===== src/rtl/m8x8_seq_pkg.sv =====
// Shared state encoding and array geometry constants for the 8x8 tile sequencer.
package m8x8_seq_pkg;

    typedef enum logic [2:0] {
        IDLE,
        LOAD,
        FLUSH,
        SHIFT,
        DRAIN
    } seq_state_t;

    localparam int ARR_N = 8;
    // The flush clear has to travel the full anti-diagonal to reach mac(7,7).
    localparam int FLUSH_LEN = 2 * ARR_N - 1;
    localparam logic [3:0] FLUSH_LAST = 4'(FLUSH_LEN - 1);

    localparam int CONF_TR   = 0;
    localparam int CONF_RELU = 1;

endpackage


===== src/rtl/m8x8_seq_skew_line.sv =====
// Fixed-depth delay line that only moves when the array advances, so skew and array stall together.
module m8x8_seq_skew_line #(
    parameter int DEPTH = 1,
    parameter int DW    = 32
) (
    input  logic          clk,
    input  logic          reset,
    input  logic          adv,
    input  logic [DW-1:0] din,
    output logic [DW-1:0] dout
);

    logic [DEPTH-1:0][DW-1:0] stage;

    always_ff @(posedge clk) begin
        if (!reset) begin
            stage <= '0;
        end else if (adv) begin
            stage[0] <= din;
            for (int s = 1; s < DEPTH; s++) begin
                stage[s] <= stage[s-1];
            end
        end
    end

    assign dout = stage[DEPTH-1];

endmodule


===== src/rtl/m8x8_seq.sv =====
// Tile sequencer for the 8x8 systolic MAC array: skews operands in, flushes, shifts results out.
// Optional busy/stall performance counters are built when M8X8_SEQ_PERF_EN is defined.
module m8x8_seq
    import m8x8_seq_pkg::*;
#(
    parameter int KW = 16,
    parameter int DW = 32
) (
    input  logic                      clk,
    input  logic                      reset,
    input  logic                      start,
    input  logic [KW-1:0]             k_len,
    input  logic [3:0]                cfg,
    output logic                      busy,
    output logic                      done,
    input  logic                      in_valid,
    output logic                      in_ready,
    input  logic [ARR_N-1:0][DW-1:0]  in_x,
    input  logic [ARR_N-1:0][DW-1:0]  in_w,
    output logic                      out_valid,
    input  logic                      out_ready,
    output logic [ARR_N-1:0][DW-1:0]  out_data,
    output logic                      out_last,
    output logic [ARR_N-1:0][DW-1:0]  arr_x_in,
    output logic [ARR_N-1:0][DW-1:0]  arr_w_in,
    output logic [ARR_N-1:0][DW-1:0]  arr_y_in,
    output logic [ARR_N-1:0]          arr_clear_in,
    output logic [ARR_N-1:0]          arr_shift,
    output logic                      arr_enable,
    output logic                      arr_reset,
    output logic [3:0]                arr_conf,
    input  logic [ARR_N-1:0][DW-1:0]  arr_z_out
`ifdef M8X8_SEQ_PERF_EN
    ,
    output logic [31:0]               perf_busy,
    output logic [31:0]               perf_stall
`endif
);

    localparam logic [KW-1:0] K_ONE = KW'(1);

    seq_state_t state;
    logic [KW-1:0] k_cnt;
    logic [KW-1:0] k_lat;
    logic [3:0]    flush_cnt;
    logic [2:0]    drain_cnt;
    logic [3:0]    conf_q;
    logic          done_q;
    logic          adv;

    logic [ARR_N-1:0][DW-1:0] src_x;
    logic [ARR_N-1:0][DW-1:0] src_w;
    logic                     src_clr;

    // Everything downstream (skew lines, array, counters) moves on the same advance strobe.
    assign adv = ((state == LOAD) && in_valid) || (state == FLUSH) ||
                 (state == SHIFT) || ((state == DRAIN) && out_ready);

    always_ff @(posedge clk) begin
        if (!reset) begin
            state     <= IDLE;
            k_cnt     <= '0;
            k_lat     <= '0;
            flush_cnt <= '0;
            drain_cnt <= '0;
            conf_q    <= '0;
            done_q    <= 1'b0;
        end else begin
            done_q <= 1'b0;
            case (state)
                IDLE: begin
                    if (start) begin
                        k_lat     <= k_len;
                        conf_q    <= cfg;
                        k_cnt     <= '0;
                        flush_cnt <= '0;
                        drain_cnt <= '0;
                        state     <= (k_len == '0) ? FLUSH : LOAD;
                    end
                end
                LOAD: begin
                    if (in_valid) begin
                        if (k_cnt == k_lat - K_ONE) begin
                            k_cnt <= '0;
                            state <= FLUSH;
                        end else begin
                            k_cnt <= k_cnt + K_ONE;
                        end
                    end
                end
                FLUSH: begin
                    if (flush_cnt == FLUSH_LAST) begin
                        flush_cnt <= '0;
                        state     <= SHIFT;
                    end else begin
                        flush_cnt <= flush_cnt + 4'd1;
                    end
                end
                SHIFT: begin
                    drain_cnt <= '0;
                    state     <= DRAIN;
                end
                DRAIN: begin
                    if (out_ready) begin
                        drain_cnt <= drain_cnt + 3'd1;
                        if (drain_cnt == 3'd7) begin
                            done_q <= 1'b1;
                            state  <= IDLE;
                        end
                    end
                end
                default: state <= IDLE;
            endcase
        end
    end

    // Operands only enter during LOAD; zeros afterwards drain the skew and keep the flush clean.
    assign src_x   = (state == LOAD) ? in_x : '0;
    assign src_w   = (state == LOAD) ? in_w : '0;
    assign src_clr = ((state == LOAD) && (k_cnt == '0)) ||
                     ((state == FLUSH) && (flush_cnt == 4'd0));

    assign arr_x_in[0]     = src_x[0];
    assign arr_w_in[0]     = src_w[0];
    assign arr_clear_in[0] = src_clr;

    for (genvar i = 1; i < ARR_N; i++) begin : g_skew
        m8x8_seq_skew_line #(.DEPTH(i), .DW(DW)) u_x (
            .clk(clk), .reset(reset), .adv(adv), .din(src_x[i]), .dout(arr_x_in[i])
        );
        m8x8_seq_skew_line #(.DEPTH(i), .DW(DW)) u_w (
            .clk(clk), .reset(reset), .adv(adv), .din(src_w[i]), .dout(arr_w_in[i])
        );
        m8x8_seq_skew_line #(.DEPTH(i), .DW(1)) u_clr (
            .clk(clk), .reset(reset), .adv(adv), .din(src_clr), .dout(arr_clear_in[i])
        );
    end

    assign busy       = (state != IDLE);
    assign done       = done_q;
    assign in_ready   = (state == LOAD);
    assign out_valid  = (state == DRAIN);
    assign out_last   = (state == DRAIN) && (drain_cnt == 3'd7);
    assign out_data   = arr_z_out;
    assign arr_y_in   = '0;
    assign arr_shift  = (state == SHIFT) ? {ARR_N{1'b1}} : '0;
    assign arr_enable = adv;
    assign arr_reset  = ~reset;
    assign arr_conf   = conf_q;

`ifdef M8X8_SEQ_PERF_EN
    // Counters restart with each tile and freeze once it returns to IDLE.
    always_ff @(posedge clk) begin
        if (!reset) begin
            perf_busy  <= '0;
            perf_stall <= '0;
        end else if ((state == IDLE) && start) begin
            perf_busy  <= '0;
            perf_stall <= '0;
        end else if (busy) begin
            if (perf_busy != '1) begin
                perf_busy <= perf_busy + 32'd1;
            end
            if (!adv && (perf_stall != '1)) begin
                perf_stall <= perf_stall + 32'd1;
            end
        end
    end
`endif

endmodule


===== config.mk =====
export PLATFORM = sky130hd
export DESIGN_NAME = m8x8_seq
export DESIGN_NICKNAME = d
export VERILOG_FILES = /design/src/rtl/m8x8_seq_pkg.sv /design/src/rtl/m8x8_seq_skew_line.sv /design/src/rtl/m8x8_seq.sv
export SDC_FILE = /design/constraint.sdc
export NUM_CORES = 2
export LEC_CHECK = 0
export BUFFER_PORTS_ARGS = -buffer_cell sky130_fd_sc_hd__buf_2
export CORE_AREA = 2 2 716 718
export DETAILED_ROUTE_END_ITERATION = 6
export DIE_AREA = 0 0 718 720
export SKIP_CTS_REPAIR_TIMING = 1
export SLEW_MARGIN = 20
export SYNTH_ARGS = -nofsm -noshare
export SYNTH_HDL_FRONTEND = slang
export SYNTH_SLANG_ARGS = --single-unit

===== constraint.sdc =====
create_clock -name clk -period 4.3 [get_ports clk]
set_input_delay 0.43 -clock clk [delete_from_list [all_inputs] [get_ports clk]]
set_output_delay 0.43 -clock clk [all_outputs]
set_load 0.02 [all_outputs]

==> results.yml <==
global_route:
  grt-ovfl-total: 0
  grt_max_degree: 224
  grt.total_usage: 0.1203
  grt_pass1_vias: 54441
  grt_pass1_wl_mm: 442.6
  antenna_found_initial: 165
power_and_ir_drop:
  pwr-share-comb: 0.260
  seq_power_share: 0.368
  swShare: 0.3701
  p_total_mw: 49.90
  leakage_nw: 31.58
  p_int_mw: 31.43
  vdd_drop_max_v: 0.0005498
  p_switching_mw: 18.47
  clock_power_share: 0.371
  p_per_area_nw_per_um2: 550.2
floorplanning:
  initial_core_util: 0.1409
  rows: 262
  fp.dieW_um: 718
  core_area_um2: 508400
  dieArea_um2: 517000
  die_h_um: 720
  pin_count: 1844
worst_setup_path:
  worstPathRequired_ns: 3.87
  start_kind: "register"
  end_kind: "output port"
  critPathMaxFanout: 28
  r2r_slack_ns: 1.14
  worstSetupPathType: "register to output port"
  cp.arrival_ns: 3.56
synth:
  synth_top_area_cell: "dfxtp_1"
  avgSynthCellArea_um2: 7.790
  syn_inst: 9197
  synth-edff-count: 0
  synth.area.top_cells: "dfxtp_1, nand2_1, a21oi_1"
  ys_seq_area_frac: 0.5158
  ys_types: 54
  ys_warn_count: 0
  synth-seq-cells: 1846
  syn_area_um2: 71640
  synth_flop_cell: "dfxtp_1"
  synth_top_area_frac: 0.5158
  synthArstFlopShare: 0
sta:
  final_hold_viol_count: 0
  fin_skew_ns: 0.09188
  fmax_mhz: 250.7
  setup_ws_ns: 0.3117
  setup_tns_ns: 0
  finalSetupViolations: 0
  relSlewSlack: 0.2937
  drv_slew: 0
  final.min_clock_period_ns: 3.988
  finalCritPeriodShare: 0.9275
  rsz0062_at_grt: "false"
  worst_pin_slew_ns: 1.060
layout:
  stdcell_area_um2: 90700
  area_growth_pct: 26.59
  fin_nets: 10566
  final_cells: 16718
  final_cell_mix: "nand2_1, dfxtp_1, a21oi_1, buf_2, dlygate4sd3_1"
  final_common_cell: "nand2_1"
  drive_gt1_frac: 0.1610
placed_design:
  io_buffer_count: 1075
  dp.final_hpwl_mm: 256.7
  dp_slack_ns: 1.029
  dp.cells: 15817
  routabilityCongestion: 0.8437
  place_area_um2: 78770
clocking:
  cts-root-buf: "clkbuf_16"
  clock_path_buffers: 4
  clock_sinks: 1846
  cts_made_buffers: 211
  clkSlewWorstSetupHoldPaths_ns: 0.06
  htree_num_levels: 4
  clk-insertion-delay-late_ns: 0.91
  tritoncts: "done"
drt:
  drc: 7
  avgViaCountPerCell: 3.706
  drt-total-wl_mm: 334.3
  vias: 61955
  drt_pass1_iterations: 7
  drt_iter0_markers: 4956
  drtAntennaViolNets: 0
  detail_route.wl_per_cell_um: 19.99
run_status:
  status: "finished with violations"
  violations: "DRC"
min_path:
  worstHoldPathType: "primary input to register"
run:
  drv_cap: 0
[critical path: stages, from the launching register on]
cell and delay [ns]:
dfxtp_1 0.33, buf_4 0.27, inv_1 0.17, nor3_2 0.70, nand4_1 0.27, o22ai_1 0.56, buf_2 0.33
[Yosys cell counts, drive strengths merged (2+ instances only)]
cell    number
nor3        14
nand2     3208
inv         11
xor2         9
or2          2
clkbuf     655
a22oi        2
mux2i        3
nor4        12
o22ai        5
a211oi      16
and3        69
o221ai       2
a21oi     1828
nand4        8
o31ai        2
xnor2       18
nand3      458
dfxtp     1846
o211ai       4
o21ai        8
and2         5
a31oi        6
nor2        33
ha           8
buf        945
[path summary, 6_finish.rpt]
kind,start,endpoint,cells after the start
worst max-delay path,state[0],arr_clear_in[0],6
worst min-delay path,in_w[255],g_skew[7].u_w.stage[31],3
worst max register to register,state[0],g_skew[4].u_w.stage[14],10
worst min register to register,g_skew[4].u_w.stage[52],g_skew[4].u_w.stage[84],2
[per-layer routing]
| metal | wire length, um | GRT usage | vias up |
|---|---|---|---|
| met4 | 8125 | 0.02898 | 124 |
| li1 | - | - | 29846 |
| met2 | 138000 | 0.1726 | 2214 |
| met3 | 38080 | 0.06832 | 561 |
| met5 | 2080 | 0.01942 | - |
| met1 | 148000 | 0.1524 | 29210 |
[kinds of logic after synthesis]
logic type | Yosys count | share of synthesized area
xor gates and xnor gates | 27 | 0.003301
other | 1 | 0.00005234
buffers and inverters | 1611 | 0.1326
DFF | 1846 | 0.5158
muxes | 3 | 0.0004192
and+or+nand+nor | 3820 | 0.2128
AOI/OAI and AO/OA | 1881 | 0.1337
adders and majority gates | 8 | 0.001397
[power groups by stage]
stage / Sequential (mW) / Clock (mW) / Combinational (mW)
finish: 18.4 / 18.5 / 13.0
floorplan: 18.7 / 0 / 8.35
detailed placement: 18.7 / 0 / 12.7
global route: 18.5 / 19.8 / 14.1
CTS: 18.4 / 19.1 / 12.7
global placement: 18.7 / 0 / 12.7
[metrics by stage]
stage	utilization	hold slack (ns)
detailed placement	0.1549	0.4413
global route	0.1782	0.02964
floorplan	-	0.4321
finish	0.1784	0.07477
CTS	0.1689	-0.3896
global placement	0.1549	0.4354
[flip-flops by register name, summed over array words and instances (netlist names)]
signal / count
done: 1
k_cnt: 16
flush_cnt: 4
state: 3
g_skew.u_w.dout: 224
drain_cnt: 3
g_skew.u_x.dout: 224
g_skew.u_x.stage: 672
g_skew.u_w.stage: 672
k_lat: 16
g_skew.u_clr.stage: 5
g_skew.u_clr.dout: 2
arr_conf: 4
[final cells by class]
cell class                 instances  area (um2)
antenna                           55       137.6
inverter                          11       56.30
clock inverter                    97        1207
multi-input combinational       5995       26170
tap                             6732        8423
sequential                      1846       36960
fill                           57339      417700
timing repair buffer            1700       11840
clock buffer                     282        5907
(Power assumes the default switching activity.)
